===== src/rtl/vga_pkg.sv =====
// vga_pkg: shared definitions for the raster timing block.
//   - Default 640x480@60 timing constants (25 MHz pixel clock).
//   - Control bundle that travels down the pixel alignment pipeline.
//   - RGB444 field helpers for the 12-bit {r,g,b} pixel word.
package vga_pkg;

    localparam int VGA_H_VISIBLE   = 640;
    localparam int VGA_H_FRONT     = 16;
    localparam int VGA_H_SYNC      = 96;
    localparam int VGA_H_BACK      = 48;
    localparam int VGA_V_VISIBLE   = 480;
    localparam int VGA_V_FRONT     = 10;
    localparam int VGA_V_SYNC      = 2;
    localparam int VGA_V_BACK      = 33;
    localparam int VGA_PIXEL_DELAY = 2;

    // Everything that must stay cycle-aligned with the returning pixel data.
    typedef struct packed {
        logic active;
        logic hsync_n;
        logic vsync_n;
    } raster_ctl_t;

    // Blanked, syncs deasserted (both syncs are active-low).
    localparam raster_ctl_t CTL_IDLE = '{active: 1'b0, hsync_n: 1'b1, vsync_n: 1'b1};

    function automatic logic [3:0] rgb_red(input logic [11:0] p);
        return p[11:8];
    endfunction

    function automatic logic [3:0] rgb_grn(input logic [11:0] p);
        return p[7:4];
    endfunction

    function automatic logic [3:0] rgb_blu(input logic [11:0] p);
        return p[3:0];
    endfunction

endpackage


===== src/rtl/delay_line.sv =====
// delay_line: WIDTH-bit shift register DEPTH stages long with synchronous,
// active-high reset. Every stage loads RESET_VALUE while reset is high.
// Ports:
//   clk    in   clock
//   reset  in   synchronous active-high reset
//   d      in   WIDTH-bit input word
//   q      out  input word delayed by DEPTH clocks
module delay_line #(
    parameter int                 WIDTH       = 1,
    parameter int                 DEPTH       = 1,
    parameter logic [WIDTH-1:0]   RESET_VALUE = '0
) (
    input  logic             clk,
    input  logic             reset,
    input  logic [WIDTH-1:0] d,
    output logic [WIDTH-1:0] q
);

    logic [WIDTH-1:0] stage [DEPTH];

    always_ff @(posedge clk) begin
        if (reset) begin
            for (int i = 0; i < DEPTH; i++) begin
                stage[i] <= RESET_VALUE;
            end
        end else begin
            stage[0] <= d;
            for (int i = 1; i < DEPTH; i++) begin
                stage[i] <= stage[i-1];
            end
        end
    end

    assign q = stage[DEPTH-1];

endmodule


===== src/rtl/vga_timing.sv =====
// vga_timing: raster timing generator and output stage of the character
// display engine.
// Ports:
//   clk        in   pixel clock (25 MHz for 640x480@60)
//   reset      in   synchronous active-high reset
//   newline    out  one-cycle strobe on the first clock of each visible line
//   advance    out  high on every visible pixel clock
//   line       out  visible line / 2 (line-doubled), held through blanking
//   frame      out  one-cycle strobe at the start of vertical blank
//   pixel      in   RGB444 {r,g,b} from the pixel generator, valid
//                   PIXEL_DELAY clocks after the matching advance
//   vga_red/grn/blu  out  registered, blanked colour pins
//   vga_hsync  out  active-low hsync, aligned with the colour pins
//   vga_vsync  out  active-low vsync, aligned with the colour pins
// Horizontal order is blank-then-visible so newline leads the first advance
// by the whole horizontal blank; vertical order is visible-then-blank.
// PIXEL_DELAY must be in 1..4.
module vga_timing
    import vga_pkg::*;
#(
    parameter int H_VISIBLE   = VGA_H_VISIBLE,
    parameter int H_FRONT     = VGA_H_FRONT,
    parameter int H_SYNC      = VGA_H_SYNC,
    parameter int H_BACK      = VGA_H_BACK,
    parameter int V_VISIBLE   = VGA_V_VISIBLE,
    parameter int V_FRONT     = VGA_V_FRONT,
    parameter int V_SYNC      = VGA_V_SYNC,
    parameter int V_BACK      = VGA_V_BACK,
    parameter int PIXEL_DELAY = VGA_PIXEL_DELAY
) (
    input  logic        clk,
    input  logic        reset,
    output logic        newline,
    output logic        advance,
    output logic [7:0]  line,
    output logic        frame,
    input  logic [11:0] pixel,
    output logic [3:0]  vga_red,
    output logic [3:0]  vga_grn,
    output logic [3:0]  vga_blu,
    output logic        vga_hsync,
    output logic        vga_vsync
);

    localparam int H_BLANK = H_FRONT + H_SYNC + H_BACK;
    localparam int H_TOTAL = H_BLANK + H_VISIBLE;
    localparam int V_TOTAL = V_VISIBLE + V_FRONT + V_SYNC + V_BACK;
    localparam int HW      = $clog2(H_TOTAL);
    localparam int VW      = $clog2(V_TOTAL);

    localparam logic [HW-1:0] H_LAST       = HW'(H_TOTAL - 1);
    localparam logic [HW-1:0] H_VIS_START  = HW'(H_BLANK);
    localparam logic [HW-1:0] H_SYNC_START = HW'(H_FRONT);
    localparam logic [HW-1:0] H_SYNC_END   = HW'(H_FRONT + H_SYNC);
    localparam logic [VW-1:0] V_LAST       = VW'(V_TOTAL - 1);
    localparam logic [VW-1:0] V_VIS_END    = VW'(V_VISIBLE);
    localparam logic [VW-1:0] V_SYNC_START = VW'(V_VISIBLE + V_FRONT);
    localparam logic [VW-1:0] V_SYNC_END   = VW'(V_VISIBLE + V_FRONT + V_SYNC);

    logic [HW-1:0] hcount;
    logic [VW-1:0] vcount;
    logic [HW-1:0] h_next;
    logic [VW-1:0] v_next;
    logic          v_vis_next;
    logic          hsync_raster;
    logic          vsync_raster;
    raster_ctl_t   ctl;
    raster_ctl_t   ctl_aligned;

    always_comb begin
        h_next = hcount + 1'b1;
        v_next = vcount;
        if (hcount == H_LAST) begin
            h_next = '0;
            v_next = (vcount == V_LAST) ? '0 : vcount + 1'b1;
        end
        v_vis_next = (v_next < V_VIS_END);
    end

    // Strobes are decoded from the next counter value so each register
    // describes the counter state it sits beside. Reset parks the counters
    // on the last position so the first free-running cycle is (0,0).
    always_ff @(posedge clk) begin
        if (reset) begin
            hcount       <= H_LAST;
            vcount       <= V_LAST;
            newline      <= 1'b0;
            advance      <= 1'b0;
            frame        <= 1'b0;
            line         <= '0;
            hsync_raster <= 1'b1;
            vsync_raster <= 1'b1;
        end else begin
            hcount       <= h_next;
            vcount       <= v_next;
            newline      <= (h_next == '0) && v_vis_next;
            advance      <= (h_next >= H_VIS_START) && v_vis_next;
            frame        <= (h_next == '0) && (v_next == V_VIS_END);
            hsync_raster <= !((h_next >= H_SYNC_START) && (h_next < H_SYNC_END));
            vsync_raster <= !((v_next >= V_SYNC_START) && (v_next < V_SYNC_END));
            // Only visible lines update it, so it holds the last value through blank.
            if (v_vis_next) begin
                line <= 8'(v_next >> 1);
            end
        end
    end

    assign ctl.active  = advance;
    assign ctl.hsync_n = hsync_raster;
    assign ctl.vsync_n = vsync_raster;

    // Delays blanking and syncs by the pixel generator's latency so they
    // meet the pixel word that belongs to the same raster position.
    delay_line #(
        .WIDTH       ($bits(raster_ctl_t)),
        .DEPTH       (PIXEL_DELAY),
        .RESET_VALUE (CTL_IDLE)
    ) u_align (
        .clk   (clk),
        .reset (reset),
        .d     (ctl),
        .q     (ctl_aligned)
    );

    always_ff @(posedge clk) begin
        if (reset) begin
            vga_red   <= '0;
            vga_grn   <= '0;
            vga_blu   <= '0;
            vga_hsync <= 1'b1;
            vga_vsync <= 1'b1;
        end else begin
            vga_hsync <= ctl_aligned.hsync_n;
            vga_vsync <= ctl_aligned.vsync_n;
            if (ctl_aligned.active) begin
                vga_red <= rgb_red(pixel);
                vga_grn <= rgb_grn(pixel);
                vga_blu <= rgb_blu(pixel);
            end else begin
                vga_red <= '0;
                vga_grn <= '0;
                vga_blu <= '0;
            end
        end
    end

endmodule


===== config.mk =====
export PLATFORM = sky130hd
export DESIGN_NAME = vga_timing
export DESIGN_NICKNAME = d
export VERILOG_FILES = /design/src/rtl/vga_pkg.sv /design/src/rtl/delay_line.sv /design/src/rtl/vga_timing.sv
export SDC_FILE = /design/constraint.sdc
export NUM_CORES = 1
export LEC_CHECK = 0
export CAP_MARGIN = 20
export CORE_MARGIN = 10
export CORE_UTILIZATION = 50
export DETAILED_ROUTE_END_ITERATION = 10
export GPL_TIMING_DRIVEN = 0
export HOLD_SLACK_MARGIN = 0.08
export MAX_ROUTING_LAYER = met4
export PLACE_DENSITY_LB_ADDON = 0.1
export SLEW_MARGIN = 10
export SYNTH_ARGS = -nofsm -noshare
export SYNTH_HDL_FRONTEND = slang
export SYNTH_HIERARCHICAL = 1
export SYNTH_SLANG_ARGS = --single-unit

===== constraint.sdc =====
create_clock -name clk -period 5.3 [get_ports clk]
set_clock_uncertainty 0.2 [all_clocks]
set_input_delay 1.59 -clock clk [delete_from_list [all_inputs] [get_ports clk]]
set_output_delay 1.59 -clock clk [all_outputs]
set_load 0.05 [all_outputs]

==> impl_metrics.tcl <==
set metrics [dict create \
    setup_viol 0 \
    synth-async-reset-ratio 0 \
    ant_nets 0 \
    synth_most_common_cell "dfxtp_1" \
    powerDensity_nw_per_um2 489.4 \
    fillCellCount 351 \
    cts-root-buf "clkbuf_8" \
    start_util 0.5296 \
    holdWs_ns 0.2094 \
    synth_cell_types 44 \
    ios 39 \
    grt_antenna_before_repair 0 \
    crit_chain "clkdlybuf4s50_1 -> clkbuf_1 -> clkbuf_1 -> nor2_1 -> o2111ai_1" \
    finalCriticalPeriod_ns 3.346 \
    cts_tree "yes" \
    arrival_ns 3.37 \
    synth_top_area_cell "dfxtp_1" \
    status "finished, final reports clean" \
    critPathCaptureType "flip-flop" \
    syn_avg_cell_area_um2 9.518 \
    dp_hpwl_um 3415 \
    syn_to_final_growth_pct 24.34 \
    crit_path_start_kind "primary input" \
    yosysWarnings 6 \
    cap_violations 0 \
    grt_pass1_vias 1619 \
    grt_pass1_wl_um 7810 \
    cts_hold_buf 0 \
    hold_class "reg -> reg" \
    synth-edff-count 0 \
    fin_tns_setup_ns 0 \
    rsz0062_at_grt "false" \
    num_vias 1716 \
    seq_area_frac_synth 0.4868 \
    port_buffers 38 \
    ir_drop_uv 312.8 \
    gp_congestion 0.8340 \
    critPathSlowestCell "clkdlybuf4s50_1" \
    synthesis.instances 229 \
    period_share 0.6314 \
    cts_resized 0 \
    clk_path_buf_depth 2 \
    worstMarginPinSlew_ns 0.6767 \
    rows 23 \
    core_area_um2 4115 \
    dr.first_iter.drc_count 76 \
    htreeDepth 2 \
    cts_setup_buffers 0 \
    ys_top_cells_by_count "dfxtp_1, nor2_1, and2_1" \
    slew_headroom 0.5473 \
    clk_transition_reported_paths_ns 0.09 \
    die_w_um 86.03 \
    avgViaCountPerCell 5.280 \
    crit_fanout 13 \
    cts_buffers 5 \
    synth-main-ff-cell "dfxtp_1" \
    drc 0 \
    die_y_um 86.03 \
    critical_path_class "in -> reg" \
    synthesis.area_um2 2180 \
    cpPeakStageDelay_ns 0.75 \
    clkLatencyLatePin_ns 0.31 \
    drt-wirelength-per-cell_um 14.06 \
    critPathBufInv 3 \
    grt_overflow 0 \
    diodes 0 \
    grt_max_degree 17 \
    required_ns 5.33 \
    path_delay_family "buffers and inverters" \
    cts_sinks 53 \
    slew_violations 0 \
    utilization 0.6586 \
    synth_seq_cells 53 \
    fmax_ghz 0.2988 \
    final_nets 292 \
    dieArea_um2 7400 \
    critPathMostFrequentCell "clkbuf_1" \
    final_hold_viol_count 0 \
    firstDrtPassIters 4 \
    grt_usage 0.1314 \
    layout-drive-gt1-share 0.08364 \
    ys_top_cells_by_area "dfxtp_1, and2_1, nor2_1" \
    synth_top_area_frac 0.4868 \
    r2r_slack_ns 2.32 \
    syn_nets 247 \
    drt_wl_total_um 4568 \
    power.leakage_nw 0.9998 \
]
==> logic make-up (layout without fill, tap and decap cells) <==
logic type / after synthesis / in the layout / share of synthesized area
adder cells (fa/ha/maj): 4 / 4 / 0.02296
XOR/XNOR: 10 / 10 / 0.04018
buffers and inverters: 18 / 64 / 0.03789
multiplexers: 5 / 5 / 0.02468
AO/OA/AOI/OAI: 36 / 36 / 0.1263
flip-flops: 53 / 53 / 0.4868
AND/OR/NAND/NOR: 103 / 103 / 0.2612
==> final timing paths <==
path / startpoint / endpoint / cells past startpoint
worst max-delay path: reset / hsync_raster$_SDFF_PP1_ / 5
worst min-delay path: vsync_raster$_SDFF_PP1_ / u_align/stage[0][0]$_SDFF_PP1_ / 1
worst max register to register: hcount[0]$_SDFF_PP1_ / vsync_raster$_SDFF_PP1_ / 8
worst min register to register: vsync_raster$_SDFF_PP1_ / u_align/stage[0][0]$_SDFF_PP1_ / 1
==> flip-flops by register name, summed over array words and instances (netlist names) <==
name,count
hcount,10
vga_red,4
vsync_raster,1
vcount,10
u_align/stage,6
vga_grn,4
line,8
vga_vsync,1
vga_hsync,1
hsync_raster,1
vga_blu,4
advance,1
frame,1
newline,1
==> area by class of cell <==
cell class	count	area (um^2)	share of cell area
Buffer	11	56.30	0.02078
Clock buffer	6	72.57	0.02678
Clock inverter	2	15.01	0.005540
Inverter	7	26.28	0.009695
Multi-Input combinational cell	158	1036	0.3823
Sequential cell	53	1061	0.3915
Tap cell	50	62.56	0.02308
Timing Repair Buffer	38	380.4	0.1404
==> per-layer routing <==
| layer | GRT usage | up-vias | wire length, um |
|---|---|---|---|
| li1 | - | 884 | - |
| met1 | 0.1622 | 778 | 2199 |
| met2 | 0.1913 | 46 | 1958 |
| met3 | 0.05203 | 8 | 351 |
| met4 | 0.04042 | 0 | 59 |
| met5 | - | - | 0 |
==> placed cells by master (no fill, tap or decap), types with 2 or more instances in the layout <==
master,n
buf_4,4
clkinvlp_4,2
clkbuf_1,8
xnor2_1,5
nand2b_1,7
nand3_1,8
ha_1,4
nor3_1,6
nor4_1,4
xor2_1,5
inv_1,7
clkbuf_8,5
a21oi_1,4
dfxtp_1,53
a22oi_1,2
nor2_1,20
or2_1,4
or4_1,3
a221oi_1,4
a211oi_1,3
and2_1,13
mux2_2,3
mux2i_1,2
o2111ai_1,2
clkdlybuf4s50_1,38
and3_1,2
nor2b_1,9
or2_2,5
o21ai_0,10
nand2_1,12
o21bai_1,3
nand4_1,3
==> power breakdown <==
group / switching, W / total, W / internal [W]
clock: 0.000128 / 0.000221 / 0.0000932
sequential: 0.0000604 / 0.000527 / 0.000467
combinational: 0.000343 / 0.000578 / 0.000235
total: 0.000531 / 0.00133 / 0.000795
==> through the flow <==
stage	cell area [um^2]	power, W	instances	setup slack (ns)
after global placement	2623	0.001098	317	1.610
after global routing	2710	0.001421	325	1.839
final	2710	0.001326	325	1.954
after detailed placement	2623	0.001106	317	1.639
after floorplan	2180	0.0009648	229	2.551
after CTS	2710	0.001335	325	1.948
==> worst reg2reg max path, delay by kind of cell, from the launching register on <==
kind            cells  cell delay, ns
compound gates      1            0.16
simple gates        5            1.71
fa+ha+maj           1            0.25
flops               1            0.40
buf+inv             1            0.14
Power figures use the tool's default switching activity.
